===== src/rtl/key_conditioner.sv =====
// key_conditioner: synchronizes and debounces an active-low pushbutton, then
// produces press/release pulses and an auto-repeating step enable.
module key_conditioner #(
    parameter int unsigned DEBOUNCE_CYCLES = 1000000,
    parameter int unsigned REPEAT_DELAY    = 25000000,
    parameter int unsigned REPEAT_PERIOD   = 5000000
) (
    input  logic clk,
    input  logic reset,
    input  logic key_n,
    output logic pressed,
    output logic press_pulse,
    output logic release_pulse,
    output logic step_pulse
);
    localparam int unsigned CW   = $clog2(DEBOUNCE_CYCLES);
    localparam int unsigned TMAX = REPEAT_DELAY > REPEAT_PERIOD ? REPEAT_DELAY : REPEAT_PERIOD;
    localparam int unsigned TW   = $clog2(TMAX);

    typedef enum logic [1:0] {IDLE, DELAY, REPEAT} state_t;

    logic          sync1_q, sync_q;
    logic          stable_q, stable_d;
    logic [CW-1:0] cnt_q, cnt_d;
    logic [TW-1:0] tmr_q, tmr_d;
    state_t        state_q, state_d;
    logic          press_d, release_d, rpt, step_d;
    logic          pressed_q, press_q, release_q, step_q;

    always_comb begin
        stable_d = stable_q;
        cnt_d    = '0;
        if (sync_q != stable_q) begin
            if (cnt_q == CW'(DEBOUNCE_CYCLES - 1)) stable_d = sync_q;
            else cnt_d = cnt_q + 1'b1;
        end
    end

    assign press_d   = stable_q & ~stable_d;
    assign release_d = ~stable_q & stable_d;

    // Gating on the next-cycle level lets a coincident release suppress a repeat.
    always_comb begin
        state_d = state_q;
        tmr_d   = tmr_q + 1'b1;
        rpt     = 1'b0;
        case (state_q)
            IDLE: begin
                tmr_d = '0;
                if (press_d) state_d = DELAY;
            end
            DELAY: begin
                if (tmr_q == TW'(REPEAT_DELAY - 1)) begin
                    state_d = REPEAT;
                    tmr_d   = '0;
                    rpt     = 1'b1;
                end
            end
            REPEAT: begin
                if (tmr_q == TW'(REPEAT_PERIOD - 1)) begin
                    tmr_d = '0;
                    rpt   = 1'b1;
                end
            end
            default: begin
                state_d = IDLE;
                tmr_d   = '0;
            end
        endcase
        if (stable_d) begin
            state_d = IDLE;
            tmr_d   = '0;
            rpt     = 1'b0;
        end
    end

    assign step_d = press_d | rpt;

    always_ff @(posedge clk) begin
        if (reset) begin
            sync1_q   <= 1'b1;
            sync_q    <= 1'b1;
            stable_q  <= 1'b1;
            cnt_q     <= '0;
            state_q   <= IDLE;
            tmr_q     <= '0;
            pressed_q <= 1'b0;
            press_q   <= 1'b0;
            release_q <= 1'b0;
            step_q    <= 1'b0;
        end else begin
            sync1_q   <= key_n;
            sync_q    <= sync1_q;
            stable_q  <= stable_d;
            cnt_q     <= cnt_d;
            state_q   <= state_d;
            tmr_q     <= tmr_d;
            pressed_q <= ~stable_d;
            press_q   <= press_d;
            release_q <= release_d;
            step_q    <= step_d;
        end
    end

    assign pressed       = pressed_q;
    assign press_pulse   = press_q;
    assign release_pulse = release_q;
    assign step_pulse    = step_q;
endmodule

===== config.mk =====
export PLATFORM = sky130hd
export DESIGN_NAME = key_conditioner
export DESIGN_NICKNAME = d
export VERILOG_FILES = /design/src/rtl/key_conditioner.sv
export SDC_FILE = /design/constraint.sdc
export NUM_CORES = 1
export LEC_CHECK = 0
export BUFFER_PORTS_ARGS = -buffer_cell sky130_fd_sc_hd__buf_2
export CORE_MARGIN = 1
export CORE_UTILIZATION = 50
export CTS_CLUSTER_SIZE = 8
export DETAILED_ROUTE_END_ITERATION = 16
export PLACE_DENSITY_LB_ADDON = 0.25
export SLEW_MARGIN = 15
export SYNTH_ARGS = -nofsm -noshare
export SYNTH_HDL_FRONTEND = slang
export SYNTH_SLANG_ARGS = --single-unit

===== constraint.sdc =====
create_clock -name clk -period 2.45 [get_ports clk]
set_clock_uncertainty 0.2 [all_clocks]
set_input_delay 0.3675 -clock clk [delete_from_list [all_inputs] [get_ports clk]]
set_output_delay 0.3675 -clock clk [all_outputs]
set_load 0.01 [all_outputs]

* Yosys cells after proc, flatten, opt, wreduce, memory -nomap -nowiden
Cells that the tools add are included.
Storage, ports and cells: output and inout port bits 4, logic and storage cells 43, register bits 54, input bits 3
Operators by class: equality and inequality tests 8, bitwise operators 7, reduce and logical (&&, ||, !) cells 4, mux-type cells 12, add/sub/neg operators 2
Operators with widths (count):
- $mux 25 | 2
- $pmux 25 s2 | 1
- $add 25x1->25 const B | 1
- $eq 25x23->1 const B | 1
- $eq 25x25->1 const B | 1
- $add 20x1->20 const B | 1
- $eq 20x20->1 const B | 1
- $pmux 2 s3 | 1
- $mux 1 | 5
- $mux 2 | 2
- $ne 2x2->1 const B | 2
- $not 1->1 | 4
- $reduce_and 3->1 | 1
- $reduce_or 3->1 | 1
- $and 1x1->1 | 2
- $eq 2x1->1 const B | 1
- $eq 2x2->1 const B | 1
- $logic_not 2->1 | 1
- $pmux 1 s2 | 1
- $reduce_or 2->1 | 1
- $ne 1x1->1 | 1
- $or 1x1->1 | 1

* Logic depth before layout (Yosys ltp)
Gate-level depths: netlist of run 1.
word-level depth 7, mapped depth 7, depth with buffers taken out 7

* Worst setup path after synthesis of run 1
No wires, ideal clock.
path type reg2reg, start point register tmr_q[10], end point register tmr_q[19], arrival time 1.767 ns, stages on the path, launching flop included 7, path buffers 1, period minus slack after synthesis 2.082 ns, path slack 0.368 ns, path through dfxtp_1 > or4b_4 > nor4_4 > a21boi_2 > o2bb2ai_4 > buf_6 > nor2_1
Between the ends: word-level cells in the longest chain between the ends 3, elaborated cells on any way between the ends 6, classes of those cells 1 x add/sub; 2 x eq/ne; 3 x mux
RTL lines:
- start, declared | line 25 | logic [TW-1:0] tmr_q, tmr_d;
- start signal, assigned | line 97 | tmr_q <= tmr_d;
- $add 25x1->25, or another cell as far along | line 45 | tmr_d = tmr_q + 1'b1;
- $mux 25 (on tied branches) | line 60, 53
- $pmux 25 s2 (*) | line 47 | case (state_q)
Every way passes the cells marked *; elsewhere a longest branch is shown, timed or not. A chain may end at the register's enable or synchronous reset.

* Worst setup path in the final report of run 1
start point register tmr_q[10], end point register tmr_q[18]
The elaborated chain is that of the path after synthesis.

==> flow_metrics.env, run 1 <==
export IMPL_yosysTopAreaCellShare_pct=43.1
export IMPL_grt_max_degree=26
export IMPL_dp_final_hpwl_um=3160
export IMPL_slew_headroom_pct=61.9
export IMPL_grt_pass1_wl_um=7600
export IMPL_cp_cell_sequence="or4b_4 -> nor4_4 -> a21boi_2 -> o2bb2ai_4 -> buf_12 -> nor2_1"
export IMPL_fin_crit_ps=2180
export IMPL_num_rows=25
export IMPL_clkLatencyLatePin_ps=310
export IMPL_synth_area_leaders="dfxtp_1 (43%), nor2_1 (8.1%), xnor2_1 (8.0%)"
export IMPL_ioPinCount=7
export IMPL_fin_crit_sh_pct=89.2
export IMPL_cts_sinks=54
export IMPL_synth_warnings=0
export IMPL_synth_edf_count=0
export IMPL_design_die_area_sq_um=5300
export IMPL_diodes=0
export IMPL_place_ws_ps=256
export IMPL_first_pass_iters=4
export IMPL_root_buffer="clkbuf_8"
export IMPL_syn_cell_area_sq_um=2510
export IMPL_drive_gt1_share_pct=9.62
export IMPL_grt_overflow_total=0
export IMPL_place_gp_congestion=0.774
export IMPL_ys_flop_type="dfxtp_1"
export IMPL_synth_nets=290
export IMPL_whs_ps=36.0
export IMPL_core_area_sq_um=4790
export IMPL_path_clk_slew_ps=90
export IMPL_avgSynthCellArea_sq_um=8.90
export IMPL_cp_end_kind="register"
export IMPL_powerDensity_nw_per_um2=544
export IMPL_finalPower_mw=1.48
export IMPL_critPathLaunchType="register"
export IMPL_drtAntennaViolNets=0
export IMPL_setup_viol=0
export IMPL_setup_tns_final_ps=0
export IMPL_ys_seq_area_share_pct=43.1
export IMPL_critPathMaxStageDelay_ps=550
export IMPL_rsz0062_at_grt="false"
export IMPL_postCtsHoldBufs=0
export IMPL_portBuffers=6
export IMPL_tightest_slew_ps=566
export IMPL_nNetsFinal=298
export IMPL_n_fill_cell=455
export IMPL_hold_viol=0
export IMPL_routedWlPerCell_um=12.5
export IMPL_cp_max_fo=25
export IMPL_max_freq_mhz=458
export IMPL_ys_types=38
export IMPL_critPathKind="reg2reg"
export IMPL_drv_cap=0
export IMPL_route_detailed_drc=0
export IMPL_h_tree_depth=2
export IMPL_grt_pass1_vias=1664
export IMPL_top_usage_layer="met2"
export IMPL_area_growth_pct=8.48
export IMPL_syn_inst=282
export IMPL_start_util_pct=52.4
export IMPL_grt_antenna_before_repair=0
export IMPL_cp_required_ps=2450
export IMPL_critical_path_arrival_ps=2190
export IMPL_synth_seq_cells=54
export IMPL_synth_top_cell_by_area="dfxtp_1"
export IMPL_drt_iter0_markers=62
export IMPL_postCtsSetupRepairBufs=0
export IMPL_clock_path_buffers=2
export IMPL_min_path_type="in2reg"
export IMPL_drt_wl_total_um=4470
export IMPL_vias=1907
export IMPL_met1_usage_pct=26.2
export IMPL_via_per_inst=5.33
export IMPL_grtUsageTotal_pct=18.6
export IMPL_die_h_um=72.8
export IMPL_die_w_um=72.8
export IMPL_maxSlewViolCount=0
export IMPL_cts_inserted_buffers=5
export IMPL_grt_use_met2_pct=27.6
export IMPL_ir_drop_uv=301
export IMPL_ctsResizeCount=0
export IMPL_grt_use_met3_pct=4.56
export IMPL_r2r_slack_ps=270
export IMPL_fin_ws_ps=265
export IMPL_cts_tree="done"
export IMPL_final_core_util_pct=56.9
export IMPL_synth_async_reset_ratio_pct=0
export IMPL_slowest_stage="or4b_4"
export IMPL_p_leak_nw=0.893
export IMPL_outcome="finished clean"
kinds of logic (layout without fill, tap and decap cells):
group,Yosys count,count (layout),synth area share (%)
compound gates,10,10,4.19
xor+xnor,42,42,14.7
fa+ha+maj,5,5,2.49
buf+inv,17,26,3.14
flops,54,54,43.1
mux,1,1,0.449
simple gates,153,153,32.0
power breakdown:
| group | switching, mW | internal (mW) |
|---|---|---|
| combinational | 0.00478 | 0.00367 |
| clock | 0.289 | 0.301 |
| sequential | 0.00157 | 0.879 |
| total | 0.296 | 1.18 |
cells in the mapped netlist, drive strengths merged (2+ instances only):
cell type,count
ha,5
xnor2,23
and4,5
inv,9
clkbuf,6
and3,9
nor2,54
nand4,11
or2,4
nand2,15
a21boi,3
or3,3
nor3,9
nand3,19
nor4,10
buf,2
or4b,2
nor4b,3
dfxtp,54
xor2,19
and2,4
critical path, delay by kind of cell, from the launching register on:
kind | cells | cell delay [ps]
buf+inv | 1 | 180
simple gates | 3 | 990
flops | 1 | 350
compound gates | 2 | 350
per-layer routing:
layer	vias up	share of wire, %
li1	983	-
met1	894	51
met2	25	44
met3	5	3.2
met4	0	1.4
met5	-	0
sequential cells by signal (all words and copies together), names as in the netlist:
signal,flops
release_pulse,1
stable_q,1
tmr_q,25
pressed,1
sync_q,1
cnt_q,20
sync1_q,1
press_pulse,1
state_q,2
step_pulse,1
per-stage QoR:
stage / std cells / area (sq um)
floorplan: 282 / 2510
global placement: 350 / 2610
detailed placement: 350 / 2610
finish: 358 / 2720
global route: 358 / 2720
CTS: 358 / 2720
worst paths after layout:
kind | cells after the start | start | to
max | 6 | tmr_q[10] | tmr_q[18]
max reg2reg | 6 | tmr_q[10] | tmr_q[18]
min reg2reg | 1 | sync1_q | sync_q
min | 2 | key_n | sync1_q
layout by cell type, fill, tap and decap left out, types with 2 or more instances in the layout:
| cell type | count |
|---|---|
| nor2_1 | 54 |
| dfxtp_1 | 54 |
| xnor2_1 | 23 |
| nand3_1 | 19 |
| xor2_1 | 19 |
| nand2_1 | 15 |
| nand4_1 | 11 |
| inv_1 | 9 |
| nor4_1 | 9 |
| and3_1 | 9 |
| nor3_1 | 9 |
| buf_2 | 6 |
| and4_1 | 5 |
| ha_1 | 5 |
| clkbuf_8 | 5 |
| and2_1 | 4 |
| or2_2 | 4 |
| nor4b_1 | 3 |
| or3_1 | 3 |
| clkinv_2 | 2 |
| buf_4 | 2 |
final cells by class:
cell class	instances	area, sq um	share of cell area, %
flip-flops and latches	54	1080	39.7
inverters	9	33.8	1.24
well taps	67	83.8	3.08
multi-input cells	211	1350	49.6
clock buffers	5	68.8	2.53
repair buffers	9	65.1	2.39
clock inverters	3	40.0	1.47
Power figures use the tool's default switching activity.
==> run 2: changes to the inputs <==
ABC_AREA = 1   (was not set)
ABC_CLOCK_PERIOD_IN_PS = 2140   (was not set)
clock period = 2.14 ns   (was 2.45 ns; I/O delays follow)
==> flow_metrics.env, run 2 <==
export IMPL_ys_types=34
export IMPL_cts_tree="done"
export IMPL_fin_area_sq_um=3200
export IMPL_synth_warnings=0
export IMPL_powerDensity_nw_per_um2=508
export IMPL_ff2ff_path_depth=8
export IMPL_path_depth=8
export IMPL_syn_inst=410
export IMPL_rsz0062_at_grt="false"
export IMPL_cp_num_buf_inv=1
export IMPL_drt_iter0_markers=115
export IMPL_cp_required_ps=2180
export IMPL_top_regs="tmr_q: 25 flops, cnt_q: 20 flops, state_q: 2 flops"
export IMPL_cts_sinks=54
export IMPL_finalPower_mw=1.63
export IMPL_clock_path_buffers=2
export IMPL_root_buffer="clkbuf_8"
export IMPL_endpoint="tmr_q[17]"
export IMPL_synth_edf_count=0
export IMPL_place_gp_congestion=0.854
export IMPL_drt_wl_total_um=5970
export IMPL_route_detailed_drc=0
export IMPL_pwr_share_comb_pct=0.8
export IMPL_tightest_slew_ps=523
export IMPL_max_freq_mhz=506
export IMPL_crit_start="cnt_q[0]"
export IMPL_r2r_slack_ps=160
export IMPL_top_register="tmr_q"
export IMPL_dp_final_hpwl_um=4310
export IMPL_yosysTopAreaCellShare_pct=37.7
export IMPL_p_int_mw=1.26
export IMPL_drtAntennaViolNets=0
export IMPL_ys_flop_type="dfxtp_1"
export IMPL_grt_overflow_total=0
export IMPL_path_delay_family="simple AND/OR/NAND/NOR gates"
export IMPL_min_path_type="in2reg"
export IMPL_p_sw_mw=0.371
export IMPL_area_growth_pct=11.6
export IMPL_via_per_inst=5.01
export IMPL_r2r_end="tmr_q[17]"
export IMPL_slew_headroom_pct=65.1
export IMPL_switching_share_pct=22.8
export IMPL_path_clk_slew_ps=110
export IMPL_nNetsFinal=440
export IMPL_critPathLaunchType="register"
export IMPL_diodes=0
export IMPL_synth_commonest_cells="nand2_1 (91), inv_1 (57), nor2_1 (56)"
export IMPL_num_rows=27
export IMPL_avgSynthCellArea_sq_um=7.00
export IMPL_synth_async_reset_ratio_pct=0
export IMPL_synth_top_cell_by_area="dfxtp_1"
export IMPL_drive_gt1_share_pct=15.0
export IMPL_h_tree_depth=2
export IMPL_final_core_util_pct=58.2
export IMPL_grtUsageTotal_pct=20.7
export IMPL_portBuffers=6
export IMPL_first_pass_iters=4
export IMPL_syn_cell_area_sq_um=2870
export IMPL_fin_crit_sh_pct=92.4
export IMPL_synth_nets=418
export IMPL_critPathKind="reg2reg"
export IMPL_ir_drop_uv=244
export IMPL_drv_cap=0
export IMPL_grt_pass1_wl_um=9970
export IMPL_yosysMostFrequentCell="nand2_1"
export IMPL_setup_viol=0
export IMPL_core_area_sq_um=5510
export IMPL_hold_depth=2
export IMPL_design_die_area_sq_um=6050
export IMPL_cp_max_fo=6
export IMPL_routedWlPerCell_um=11.8
export IMPL_seqPwrFrac_pct=61.9
export IMPL_synth_area_leaders="dfxtp_1 (38%), nand2_1 (12%), inv_1 (7.5%)"
export IMPL_cp_end_kind="register"
export IMPL_clkLatencyLatePin_ps=320
export IMPL_vias=2531
export IMPL_fin_crit_ps=1980
export IMPL_final_common_cell="nand2_1"
export IMPL_cts_inserted_buffers=5
export IMPL_outcome="finished clean"
export IMPL_die_w_um=77.8
export IMPL_r2r_start="cnt_q[0]"
export IMPL_grt_antenna_before_repair=0
export IMPL_grt_max_degree=22
export IMPL_cp_common_cell="nand3_2"
export IMPL_p_leak_nw=1.14
export IMPL_start_util_pct=52.1
export IMPL_clkPwrFrac_pct=37.2
export IMPL_maxSlewViolCount=0
export IMPL_whs_ps=84.2
export IMPL_synth_seq_cells=54
export IMPL_largest_register_ff_count=25
export IMPL_setup_tns_final_ps=0
export IMPL_hold_viol=0
export IMPL_ys_seq_area_share_pct=37.7
export IMPL_die_h_um=77.8
export IMPL_cp_cell_sequence="ha_1 -> nand3_2 -> nor3_2 -> nand3_2 -> a21oi_4 -> buf_12 -> nand3_4 -> nor2_2"
export IMPL_critical_path_arrival_ps=2020
export IMPL_placed_area_sq_um=3020
export IMPL_critPathMaxStageDelay_ps=380
export IMPL_most_common_layout_cells="nand2_1 (90), inv_1 (57), nor2_1 (55), dfxtp_1 (54), nand3_1 (27)"
export IMPL_ioPinCount=7
export IMPL_slowest_stage="dfxtp_1"
export IMPL_grt_pass1_vias=2302
[run 2: cell count changes in the layout (fill, tap and decap cells not counted), sizes merged, moves of 7 or more]
cell	previous run	this run
a21oi	0	12
and3	9	0
inv	9	58
nand2	15	92
nand3	19	33
nor2	54	82
nor4	10	3
xnor2	23	6
xor2	19	11
[run 2: power groups by stage]
stage                     sequential [mW]  combinational [mW]  clock [mW]
final                                1.01              0.0136       0.605
after global routing                 1.01              0.0153       0.672
after CTS                            1.01              0.0138       0.633
after detailed placement             1.03              0.0124           0
after global placement               1.03              0.0121           0
after floorplan                      1.03             0.00754           0
[run 2: how the worst min path moves through the flow]
stage | from | end | slack, ps
floorplan | sync1_q | sync_q | 190
global placement | sync1_q | sync_q | 200
detailed placement | sync1_q | sync_q | 220
CTS | reset | sync_q | 80
global route | reset | sync1_q | 80
finish | reset | sync_q | 80
[run 2: metrics by stage]
stage / setup slack (ps) / std cells
detailed placement: 106 / 492
floorplan: 311 / 410
global placement: 174 / 492
finish: 162 / 505
global route: 2.55 / 505
CTS: 70.8 / 501
[run 2: cells by family (layout without fill, tap and decap cells)]
logic type	Yosys count	in the layout	share of synthesized area [%]
flip-flops	54	54	37.7
AND/OR/NAND/NOR	248	251	41.1
adder cells (fa/ha/maj)	5	5	2.18
buffers and inverters	61	81	8.54
XOR/XNOR	17	17	5.19
AO/OA/AOI/OAI	25	25	5.32
[run 2: what timing repair did]
item	CTS	global route
resized for setup	0	5
hold buffers	1	0
setup endpoints to repair	0	22
hold endpoints to repair	1	0
setup buffers	0	1
[run 2: area by class of cell]
cell class | instances | area, sq um
Fill cell | 508 | 2300
Multi-Input combinational cell | 298 | 1600
Sequential cell | 54 | 1080
Inverter | 57 | 214
Timing Repair Buffer | 16 | 120
Tap cell | 72 | 90.1
Clock buffer | 5 | 68.8
Clock inverter | 3 | 28.8
[run 2: metal layers]
metal	global-route usage, %	up-vias	share of wire (%)
li1	-	1352	-
met1	25.7	1131	47
met2	35.4	35	48
met3	4.00	13	2.4
met4	7.17	0	2.3
met5	0	-	0
